$ cat src/rtl/si5340_reg_access_pkg.sv
// Shared types and constants for the Si5340 paged register access engine.
package si5340_reg_access_pkg;

  localparam logic [6:0] SLAVE_ADDR_DEF = 7'h74;
  localparam logic [7:0] PAGE_REG_ADDR  = 8'h01;

  typedef enum logic [3:0] {
    ST_IDLE,
    ST_PG_SA,
    ST_PG_REG,
    ST_PG_DAT,
    ST_RG_SA,
    ST_RG_REG,
    ST_WR_DAT,
    ST_RD_SA,
    ST_RD_DAT,
    ST_ERR_STOP,
    ST_RSP
  } state_e;

  typedef enum logic {
    RW_WRITE = 1'b0,
    RW_READ  = 1'b1
  } r_w_e;

endpackage

$ cat src/rtl/si5340_reg_access_if.sv
// Command/response bundle between the register access engine and an I2C byte controller.
interface si5340_reg_access_if;
  logic       start_o;
  logic       stop_o;
  logic       read_o;
  logic       write_o;
  logic       ack_in_o;
  logic [7:0] din_o;
  logic       cmd_ack_i;
  logic       ack_out_i;
  logic [7:0] dout_i;

  modport master (
    output start_o, stop_o, read_o, write_o, ack_in_o, din_o,
    input  cmd_ack_i, ack_out_i, dout_i
  );

  modport slave (
    input  start_o, stop_o, read_o, write_o, ack_in_o, din_o,
    output cmd_ack_i, ack_out_i, dout_i
  );
endinterface

$ cat src/rtl/si5340_reg_access.sv
// Paged register read/write engine for the Si5340: caches the current page and
// sequences byte-controller commands for page select, register write and register read.
module si5340_reg_access
  import si5340_reg_access_pkg::*;
#(
  parameter logic [6:0] SLAVE_ADDR = SLAVE_ADDR_DEF
) (
  input  logic        clk_i,
  input  logic        arstn_i,
  input  logic        req_valid_i,
  output logic        req_ready_o,
  input  logic        req_rd_i,
  input  logic [15:0] req_addr_i,
  input  logic [7:0]  req_data_i,
  output logic        rsp_valid_o,
  output logic [7:0]  rsp_data_o,
  output logic        rsp_err_o,
  si5340_reg_access_if.master bc
);

  state_e      state_q, state_d;
  logic [15:0] addr_q, addr_d;
  logic [7:0]  wdat_q, wdat_d;
  r_w_e        rw_q, rw_d;
  logic [7:0]  page_q, page_d;
  logic        page_vld_q, page_vld_d;
  logic        err_q, err_d;
  logic [7:0]  rdat_q, rdat_d;
  logic        rdy_q;
  logic        wr_byte;
  logic        accept;

  assign req_ready_o = rdy_q && (state_q == ST_IDLE);
  assign accept      = req_valid_i && req_ready_o;
  assign rsp_valid_o = (state_q == ST_RSP);
  assign rsp_err_o   = err_q && (state_q == ST_RSP);
  assign rsp_data_o  = rdat_q;

  always_ff @(posedge clk_i or negedge arstn_i) begin
    if (!arstn_i) begin
      state_q    <= ST_IDLE;
      addr_q     <= '0;
      wdat_q     <= '0;
      rw_q       <= RW_WRITE;
      page_q     <= '0;
      page_vld_q <= 1'b0;
      err_q      <= 1'b0;
      rdat_q     <= '0;
      rdy_q      <= 1'b0;
    end else begin
      state_q    <= state_d;
      addr_q     <= addr_d;
      wdat_q     <= wdat_d;
      rw_q       <= rw_d;
      page_q     <= page_d;
      page_vld_q <= page_vld_d;
      err_q      <= err_d;
      rdat_q     <= rdat_d;
      rdy_q      <= 1'b1;
    end
  end

  always_comb begin
    state_d     = state_q;
    addr_d      = addr_q;
    wdat_d      = wdat_q;
    rw_d        = rw_q;
    page_d      = page_q;
    page_vld_d  = page_vld_q;
    err_d       = err_q;
    rdat_d      = rdat_q;
    wr_byte     = 1'b0;
    bc.start_o  = 1'b0;
    bc.stop_o   = 1'b0;
    bc.read_o   = 1'b0;
    bc.write_o  = 1'b0;
    bc.ack_in_o = 1'b0;
    bc.din_o    = '0;

    case (state_q)
      ST_IDLE: begin
        if (accept) begin
          addr_d  = req_addr_i;
          wdat_d  = req_data_i;
          rw_d    = r_w_e'(req_rd_i);
          err_d   = 1'b0;
          state_d = (page_vld_q && (page_q == req_addr_i[15:8])) ? ST_RG_SA : ST_PG_SA;
        end
      end
      ST_PG_SA: begin
        wr_byte    = 1'b1;
        bc.start_o = 1'b1;
        bc.write_o = 1'b1;
        bc.din_o   = {SLAVE_ADDR, 1'b0};
        if (bc.cmd_ack_i) state_d = ST_PG_REG;
      end
      ST_PG_REG: begin
        wr_byte    = 1'b1;
        bc.write_o = 1'b1;
        bc.din_o   = PAGE_REG_ADDR;
        if (bc.cmd_ack_i) state_d = ST_PG_DAT;
      end
      ST_PG_DAT: begin
        wr_byte    = 1'b1;
        bc.write_o = 1'b1;
        bc.stop_o  = 1'b1;
        bc.din_o   = addr_q[15:8];
        if (bc.cmd_ack_i) begin
          page_d     = addr_q[15:8];
          page_vld_d = 1'b1;
          state_d    = ST_RG_SA;
        end
      end
      ST_RG_SA: begin
        wr_byte    = 1'b1;
        bc.start_o = 1'b1;
        bc.write_o = 1'b1;
        bc.din_o   = {SLAVE_ADDR, 1'b0};
        if (bc.cmd_ack_i) state_d = ST_RG_REG;
      end
      ST_RG_REG: begin
        wr_byte    = 1'b1;
        bc.write_o = 1'b1;
        bc.din_o   = addr_q[7:0];
        if (bc.cmd_ack_i) state_d = (rw_q == RW_READ) ? ST_RD_SA : ST_WR_DAT;
      end
      ST_WR_DAT: begin
        wr_byte    = 1'b1;
        bc.write_o = 1'b1;
        bc.stop_o  = 1'b1;
        bc.din_o   = wdat_q;
        if (bc.cmd_ack_i) state_d = ST_RSP;
      end
      ST_RD_SA: begin
        wr_byte    = 1'b1;
        bc.start_o = 1'b1;
        bc.write_o = 1'b1;
        bc.din_o   = {SLAVE_ADDR, 1'b1};
        if (bc.cmd_ack_i) state_d = ST_RD_DAT;
      end
      ST_RD_DAT: begin
        bc.read_o   = 1'b1;
        bc.stop_o   = 1'b1;
        bc.ack_in_o = 1'b1;
        if (bc.cmd_ack_i) begin
          rdat_d  = bc.dout_i;
          state_d = ST_RSP;
        end
      end
      ST_ERR_STOP: begin
        bc.stop_o = 1'b1;
        if (bc.cmd_ack_i) state_d = ST_RSP;
      end
      ST_RSP: begin
        state_d = ST_IDLE;
      end
      default: begin
        state_d = ST_IDLE;
      end
    endcase

    // A NACK on any written byte overrides the per-state transition, including the
    // page-cache update in PG_DAT, so the cache is never marked valid for an unacked page.
    if (wr_byte && bc.cmd_ack_i && bc.ack_out_i) begin
      state_d    = ST_ERR_STOP;
      page_vld_d = 1'b0;
      err_d      = 1'b1;
    end
  end

endmodule

$ cat src/flat_wrapper.sv
// flat-port wrapper written by rule: the top's interface ports become plain ports
module si5340_reg_access_flat import si5340_reg_access_pkg::*;
#(
  parameter logic [6:0] SLAVE_ADDR = SLAVE_ADDR_DEF
)
  (clk_i, arstn_i, req_valid_i, req_ready_o, req_rd_i, req_addr_i, req_data_i, rsp_valid_o, rsp_data_o, rsp_err_o, bc_start_o, bc_stop_o, bc_read_o, bc_write_o, bc_ack_in_o, bc_din_o, bc_cmd_ack_i, bc_ack_out_i, bc_dout_i);
  si5340_reg_access_if bc_i ();
  input  logic clk_i;
  input  logic arstn_i;
  input  logic req_valid_i;
  output logic req_ready_o;
  input  logic req_rd_i;
  input  logic [15:0] req_addr_i;
  input  logic [7:0] req_data_i;
  output logic rsp_valid_o;
  output logic [7:0] rsp_data_o;
  output logic rsp_err_o;
  output wire logic [$bits(bc_i.start_o)-1:0] bc_start_o;
  output wire logic [$bits(bc_i.stop_o)-1:0] bc_stop_o;
  output wire logic [$bits(bc_i.read_o)-1:0] bc_read_o;
  output wire logic [$bits(bc_i.write_o)-1:0] bc_write_o;
  output wire logic [$bits(bc_i.ack_in_o)-1:0] bc_ack_in_o;
  output wire logic [$bits(bc_i.din_o)-1:0] bc_din_o;
  input wire logic [$bits(bc_i.cmd_ack_i)-1:0] bc_cmd_ack_i;
  input wire logic [$bits(bc_i.ack_out_i)-1:0] bc_ack_out_i;
  input wire logic [$bits(bc_i.dout_i)-1:0] bc_dout_i;
  assign bc_start_o = bc_i.start_o;
  assign bc_stop_o = bc_i.stop_o;
  assign bc_read_o = bc_i.read_o;
  assign bc_write_o = bc_i.write_o;
  assign bc_ack_in_o = bc_i.ack_in_o;
  assign bc_din_o = bc_i.din_o;
  assign bc_i.cmd_ack_i = bc_cmd_ack_i;
  assign bc_i.ack_out_i = bc_ack_out_i;
  assign bc_i.dout_i = bc_dout_i;
  si5340_reg_access #(.SLAVE_ADDR(SLAVE_ADDR)) u_core (.clk_i(clk_i), .arstn_i(arstn_i), .req_valid_i(req_valid_i), .req_ready_o(req_ready_o), .req_rd_i(req_rd_i), .req_addr_i(req_addr_i), .req_data_i(req_data_i), .rsp_valid_o(rsp_valid_o), .rsp_data_o(rsp_data_o), .rsp_err_o(rsp_err_o), .bc(bc_i));
endmodule
$ cat config.mk
export PLATFORM = sky130hd
export DESIGN_NAME = si5340_reg_access_flat
export DESIGN_NICKNAME = d
export VERILOG_FILES = /design/src/rtl/si5340_reg_access_pkg.sv /design/src/rtl/si5340_reg_access_if.sv /design/src/rtl/si5340_reg_access.sv /design/src/flat_wrapper.sv
export SDC_FILE = /design/constraint.sdc
export NUM_CORES = 1
export LEC_CHECK = 0
export BUFFER_PORTS_ARGS = -buffer_cell sky130_fd_sc_hd__buf_2
export CAP_MARGIN = 20
export CELL_PAD_IN_SITES_DETAIL_PLACEMENT = 0
export CELL_PAD_IN_SITES_GLOBAL_PLACEMENT = 1
export CORE_MARGIN = 4
export CORE_UTILIZATION = 41
export CTS_CLUSTER_DIAMETER = 60
export DETAILED_ROUTE_END_ITERATION = 16
export GPL_TIMING_DRIVEN = 0
export PLACE_DENSITY_LB_ADDON = 0.08
export SLEW_MARGIN = 20
export SYNTH_ARGS = -nofsm -noshare
export SYNTH_HDL_FRONTEND = slang
export SYNTH_SLANG_ARGS = --single-unit
$ cat constraint.sdc
create_clock -name clk_i -period 1.9 [get_ports clk_i]
set_input_delay 0.095 -clock clk_i [delete_from_list [all_inputs] [get_ports clk_i]]
set_output_delay 0.095 -clock clk_i [all_outputs]
set_load 0.02 [all_outputs]
==> results of run 1 <==
metal layers:
| metal | vias to the layer above | wire length [um] |
|---|---|---|
| met5 | - | 0 |
| met4 | 0 | 80 |
| met3 | 9 | 316 |
| met2 | 47 | 2560 |
| met1 | 852 | 2600 |
| li1 | 856 | - |
where the power goes:
group / total, mW / switching, mW / internal [mW] / leakage (nW)
Sequential: 1.80 / 0.301 / 1.50 / 0.581
Combinational: 2.24 / 1.14 / 1.10 / 0.854
Clock: 0.603 / 0.340 / 0.264 / 0.0424
Total: 4.65 / 1.78 / 2.86 / 1.48
what timing repair did:
item,CTS,global route
cloned,0,1
pin swaps,2,6
resized for setup,7,13
setup buffers,4,6
endpoints found under the setup margin,10,17
hold buffers,3,0
hold endpoints to repair,25,0
area by class of cell:
cell class,count,area share
repair buffers,75,0.150
clock buffers,7,0.0247
clock inverters,1,0.00284
well taps,72,0.0292
multi-input cells,124,0.353
inverters,5,0.00730
flip-flops and latches,48,0.390
plain buffers,13,0.0442
state kept, by name, indices dropped and copies added, names as in the netlist:
| signal | cells |
|---|---|
| u_core.addr_q | 16 |
| u_core.err_q | 1 |
| u_core.page_q | 8 |
| u_core.page_vld_q | 1 |
| u_core.rdy_q | 1 |
| u_core.rsp_data_o | 8 |
| u_core.rw_q | 1 |
| u_core.state_q | 4 |
| u_core.wdat_q | 8 |
worst paths after layout:
kind | start | depth (start not counted) | end
min | req_data_i[0] | 2 | u_core.wdat_q[0]
max in group asynchronous | arstn_i | 3 | u_core.state_q[3]
max | u_core.state_q[2] | 6 | bc_din_o[7]
max reg2reg | u_core.state_q[1] | 6 | u_core.addr_q[7]
min in group asynchronous | arstn_i | 2 | u_core.state_q[1]
min reg2reg | u_core.err_q | 1 | u_core.err_q
stage by stage:
step / hold slack (ns) / total power, mW
final: 0.00897 / 4.65
after global routing: 0.00261 / 4.98
after CTS: 0.00211 / 4.53
after detailed placement: 0.129 / 3.83
after global placement: 0.313 / 3.80
after floorplan: -0.201 / 3.22
cell families after synthesis:
kind of cell	Yosys count
AOI/OAI and AO/OA	30
and+or+nand+nor	42
other	1
buffers and inverters	18
muxes	42
DFF	48
xor gates and xnor gates	9
critical path: cells and delay by family, from the launching register on:
kind	cells	cell delay [ns]
buf+inv	3	0.44
flops	1	0.40
compound gates	1	0.34
simple gates	2	0.26
cells in the final DEF (no fill, tap or decap), drive strengths merged, types with 2 or more instances in the layout:
cell type and count:
dfrtp 48, inv 4, o21ai 4, nor2 6, a222oi 7, xnor2 9, nor3 7, nand2b 3
and2 2, dlygate4sd3 3, nor4bb 2, a21o 2, mux2 42, a21oi 7, nand2 12, a31oi 2
o22ai 2, nor3b 3, buf 83, clkbuf 9
==> flow_summary.toml, run 1 <==
[status]
status = "finished clean"

[placed_design]
dp_hpwl_um = 3960
dp_cells = 323
placed_area_um2 = 2800
place_ws_ns = 0.101
gp_congestion = 0.752
portBuffers = 60

[sta]
tns_ns = 0
setup_viol = 0
fmax_ghz = 0.544
clock_skew_ns = 0.00575
setup_slack_ns = 0.0618
worstMarginPinSlew_ns = 0.628
drv_slew = 0
slew_headroom = 0.578
final_hold_viol_count = 0
period_minus_slack_ns = 1.84
timing.final.crit_share = 0.967
rsz0062_at_grt = "yes"

[floorplanning]
die_w_um = 84.4
ios = 62
initial_core_util = 0.429
core.rowCount = 27
die_area_um2 = 7120
die_h_um = 84.4
core_um2 = 5570

[clock_network]
cts_buffers = 5
clockBufferDepth = 2
cts_max_level = 2
clkTransAtPathRegs_ns = 0.08
cts-root-buf = "clkbuf_8"
clock_sinks = 48
clock_latency_ns = 0.30
tritoncts = "built"

[global_route]
grt_use_met2 = 0.243
grt_pass1_vias = 1795
use_met1 = 0.230
grt_max_degree = 26
antenna_found_initial = 0
gr-total-overflow = 0
grt_pass1_wl_um = 9180
track_usage = 0.162
grt.busiest_layer = "met2"
use_met3 = 0.0432

[layout]
final_cells = 345
final_util = 0.554
drive_above_1_share = 0.458
regArea_um2 = 1200
n_antenna_cell = 0
n_fill_cell = 518
final_cell_area_um2 = 3090
syn_to_final_growth_pct = 29.1
finalNetCount = 310
multi_input_area_um2 = 1090

[synth]
yosysUniqueCellTypes = 42
synthTopCellsByCount = "48 x dfrtp_1, 22 x mux2_1, 20 x mux2_2"
synth.mux.area_fraction = 0.198
synth.top_cell.area_share = 0.502
synth_warnings = 0
synth_enable_flop_cells = 0
synth_top_family_by_area = "multiplexers"
syn_nets = 228
synth_compound_area_frac = 0.0916
synth-simple-area-share = 0.119
yosys.area_share.adder = 0
netlist_instances = 190
synthArstFlopShare = 1.00
ys_top_cells_by_area = "dfrtp_1 50%, mux2_1 10%, mux2_2 9.4%"
ys_dominant_reg_cell = "dfrtp_1"
synthMostInstantiatedCell = "dfrtp_1"
seq_area_frac_synth = 0.502
syn-cell-area_um2 = 2390
synth-xor-area-share = 0.0330
synth-seq-cells = 48
synth_area_leader_cell = "dfrtp_1"
syn_area_per_cell_um2 = 12.6

[min_path]
min_path_type = "input port to flop"

[drt]
first_pass_iters = 5
avgViaCountPerCell = 5.11
drc = 0
postRouteAntennaNets = 0
drt_wl_total_um = 5560
vias = 1764
wl_per_cell_um = 16.1
first_iter_violations = 88

[setup_path]
cp_slowest_stage_delay_ns = 0.40
cp-end-kind = "output pin"
required_ns = 1.80
rrSetupSlack_ns = 0.08
path_class = "flop to output pin"
path_cells = "buf_6 > nor3b_4 > buf_12 > a222oi_1 > nand2_1 > buf_2"
critPathArrivalTime_ns = 1.74
cp-start-kind = "flop"
critPathMaxFanout = 10
cpMaxStageDelayCell = "dfrtp_1"

[pwr]
peakVddDrop_uv = 710
p_leak_nw = 1.48
power_density_nw_per_um2 = 1510

[flow_run]
max_cap_violations = 0
(Power assumes the default switching activity.)
==> run 2: changes to the inputs <==
Settings changed: CORE_UTILIZATION 41 to 43, CTS_BUF_LIST from default to sky130_fd_sc_hd__clkbuf_4.
==> flow_summary.toml, run 2 (same netlist as run 1, synthesis figures left out) <==
[status]
status = "complete, but fails checks"
violations = "setup timing"

[layout]
n_fill_cell = 414
final_common_cell = "buf_2"
layout_common_cells = "60 x buf_2, 48 x dfrtp_1, 34 x dlygate4sd3_1"
regArea_um2 = 1200
multi_input_area_um2 = 1180
n_antenna_cell = 0
drive_above_1_share = 0.498
final_cell_area_um2 = 3550
finalNetCount = 350
syn_to_final_growth_pct = 48.7
largest_register_ffs = 16
top_register = "u_core.addr_q"

[floorplanning]
die_h_um = 82.6
initial_core_util = 0.457
ios = 62
die_area_um2 = 6820
die_w_um = 82.6
core.rowCount = 26
core_um2 = 5240

[placed_design]
placed_area_um2 = 2780
dp_hpwl_um = 3850
gp_congestion = 0.812
portBuffers = 60

[global_route]
use_met1 = 0.248
grt_max_degree = 49
grt_pass1_vias = 1902
grt_use_met2 = 0.299
antenna_found_initial = 0
track_usage = 0.183
gr-total-overflow = 0
grt.busiest_layer = "met2"
use_met3 = 0.0423
grt_pass1_wl_um = 9350

[drt]
vias = 1951
first_pass_iters = 4
wl_per_cell_um = 15.9
drt_wl_total_um = 6090
postRouteAntennaNets = 0
avgViaCountPerCell = 5.09
drc = 0
first_iter_violations = 98

[clock_network]
tritoncts = "built"
clockBufferDepth = 2
cts_max_level = 2
clkTransAtPathRegs_ns = 0.14
clock_sinks = 48
cts-root-buf = "clkbuf_4"
clock_latency_ns = 0.36
cts_buffers = 5

[setup_path]
critPathArrivalTime_ns = 2.19
path_class = "flop to flop"
cp-start-kind = "flop"
path_cells = "buf_6 > buf_12 > nor4_4 > and3_1 > buf_6 > buf_4 > mux2_2"
critical_path.startpoint = "u_core.state_q[0]"
cpMaxStageDelayCell = "dfrtp_1"
cp-end-kind = "flop"
critPathMaxFanout = 8
reg2regPathDepth = 7
crit_path_end = "u_core.wdat_q[7]"
timing.rr.end = "u_core.wdat_q[7]"
required_ns = 2.16
rrSetupSlack_ns = -0.02
r2r_start = "u_core.state_q[0]"
cpMostUsedCell = "buf_6"
cp_slowest_stage_delay_ns = 0.40

[sta]
tns_ns = -0.101
clock_skew_ns = 0.00956
fmax_ghz = 0.520
drv_slew = 0
period_minus_slack_ns = 1.92
slew_headroom = 0.575
setup_slack_ns = -0.0241
timing.final.crit_share = 1.01
final_hold_viol_count = 0
setup_viol = 11
worstMarginPinSlew_ns = 0.633
rsz0062_at_grt = "yes"

[min_path]
min_path_type = "input port to flop"

[pwr]
intPower_mw = 3.08
p_leak_nw = 1.71
comb_power_share = 0.541
p_sw_frac = 0.379
netSwitchingPower_mw = 1.88
clockPowerShare = 0.095
seq_power_share = 0.364
peakVddDrop_uv = 717
power_density_nw_per_um2 = 1400

[flow_run]
max_cap_violations = 0
run 2: layout make-up:
cell class | instances | share of cell area
clock buffer | 5 | 0.0106
tap | 70 | 0.0246
buffer | 13 | 0.0384
timing repair buffer | 115 | 0.246
multi-input combinational | 124 | 0.331
inverter | 5 | 0.00634
clock inverter | 3 | 0.00493
sequential | 48 | 0.338
run 2: routing by layer:
| layer | wire length [um] | up-vias | part of all wire |
|---|---|---|---|
| li1 | - | 933 | - |
| met1 | 2790 | 964 | 0.46 |
| met2 | 2940 | 48 | 0.48 |
| met3 | 281 | 6 | 0.046 |
| met4 | 77 | 0 | 0.013 |
| met5 | 0 | - | 0 |
run 2: repair_timing:
action / CTS / global route
pin swaps: 6 / 10
setup buffers: 12 / 7
hold buffers: 34 / 0
hold endpoints to repair: 81 / 0
resized for setup: 12 / 32
endpoints found under the setup margin: 10 / 31
gates cloned: 0 / 2
run 2: worst min path at each step:
stage                        to  depth (start not counted)  slack (ns)           from
2_1_floorplan  u_core.addr_q[0]                          0       -0.20        arstn_i
3_3_place_gp   u_core.addr_q[4]                          2        0.31  req_addr_i[4]
3_5_place_dp   u_core.addr_q[4]                          2        0.32  req_addr_i[4]
4_1_cts            u_core.err_q                          3       0.002    req_valid_i
5_1_grt            u_core.err_q                          3       0.006    req_valid_i
6_report           u_core.err_q                          3       0.007    req_valid_i
run 2: stage by stage:
step / instances / utilization / hold slack [ns] / power [mW] / setup WS [ns]
2_1_floorplan: 190 / - / -0.201 / 3.22 / 0.289
3_3_place_gp: 320 / 0.531 / 0.311 / 3.79 / 0.100
3_5_place_dp: 320 / 0.531 / 0.321 / 3.82 / 0.105
4_1_cts: 374 / 0.636 / 0.00166 / 4.58 / 0.00501
5_1_grt: 383 / 0.679 / 0.00578 / 5.27 / -0.162
6_report: 383 / 0.679 / 0.00697 / 4.96 / -0.0241
run 2: power groups by stage:
stage / combinational (mW) / sequential (mW) / clock, mW
final: 2.68 / 1.81 / 0.471
after global routing: 2.88 / 1.86 / 0.539
after detailed placement: 2.01 / 1.81 / 0
after global placement: 1.99 / 1.80 / 0
after floorplan: 1.39 / 1.83 / 0
after CTS: 2.31 / 1.78 / 0.491
run 2: worst max-delay path, delay by kind of cell, from the launching register on:
family,cells,cell delay [ns]
buffers and inverters,4,0.58
and+or+nand+nor,2,0.52
DFF,1,0.40
muxes,1,0.33
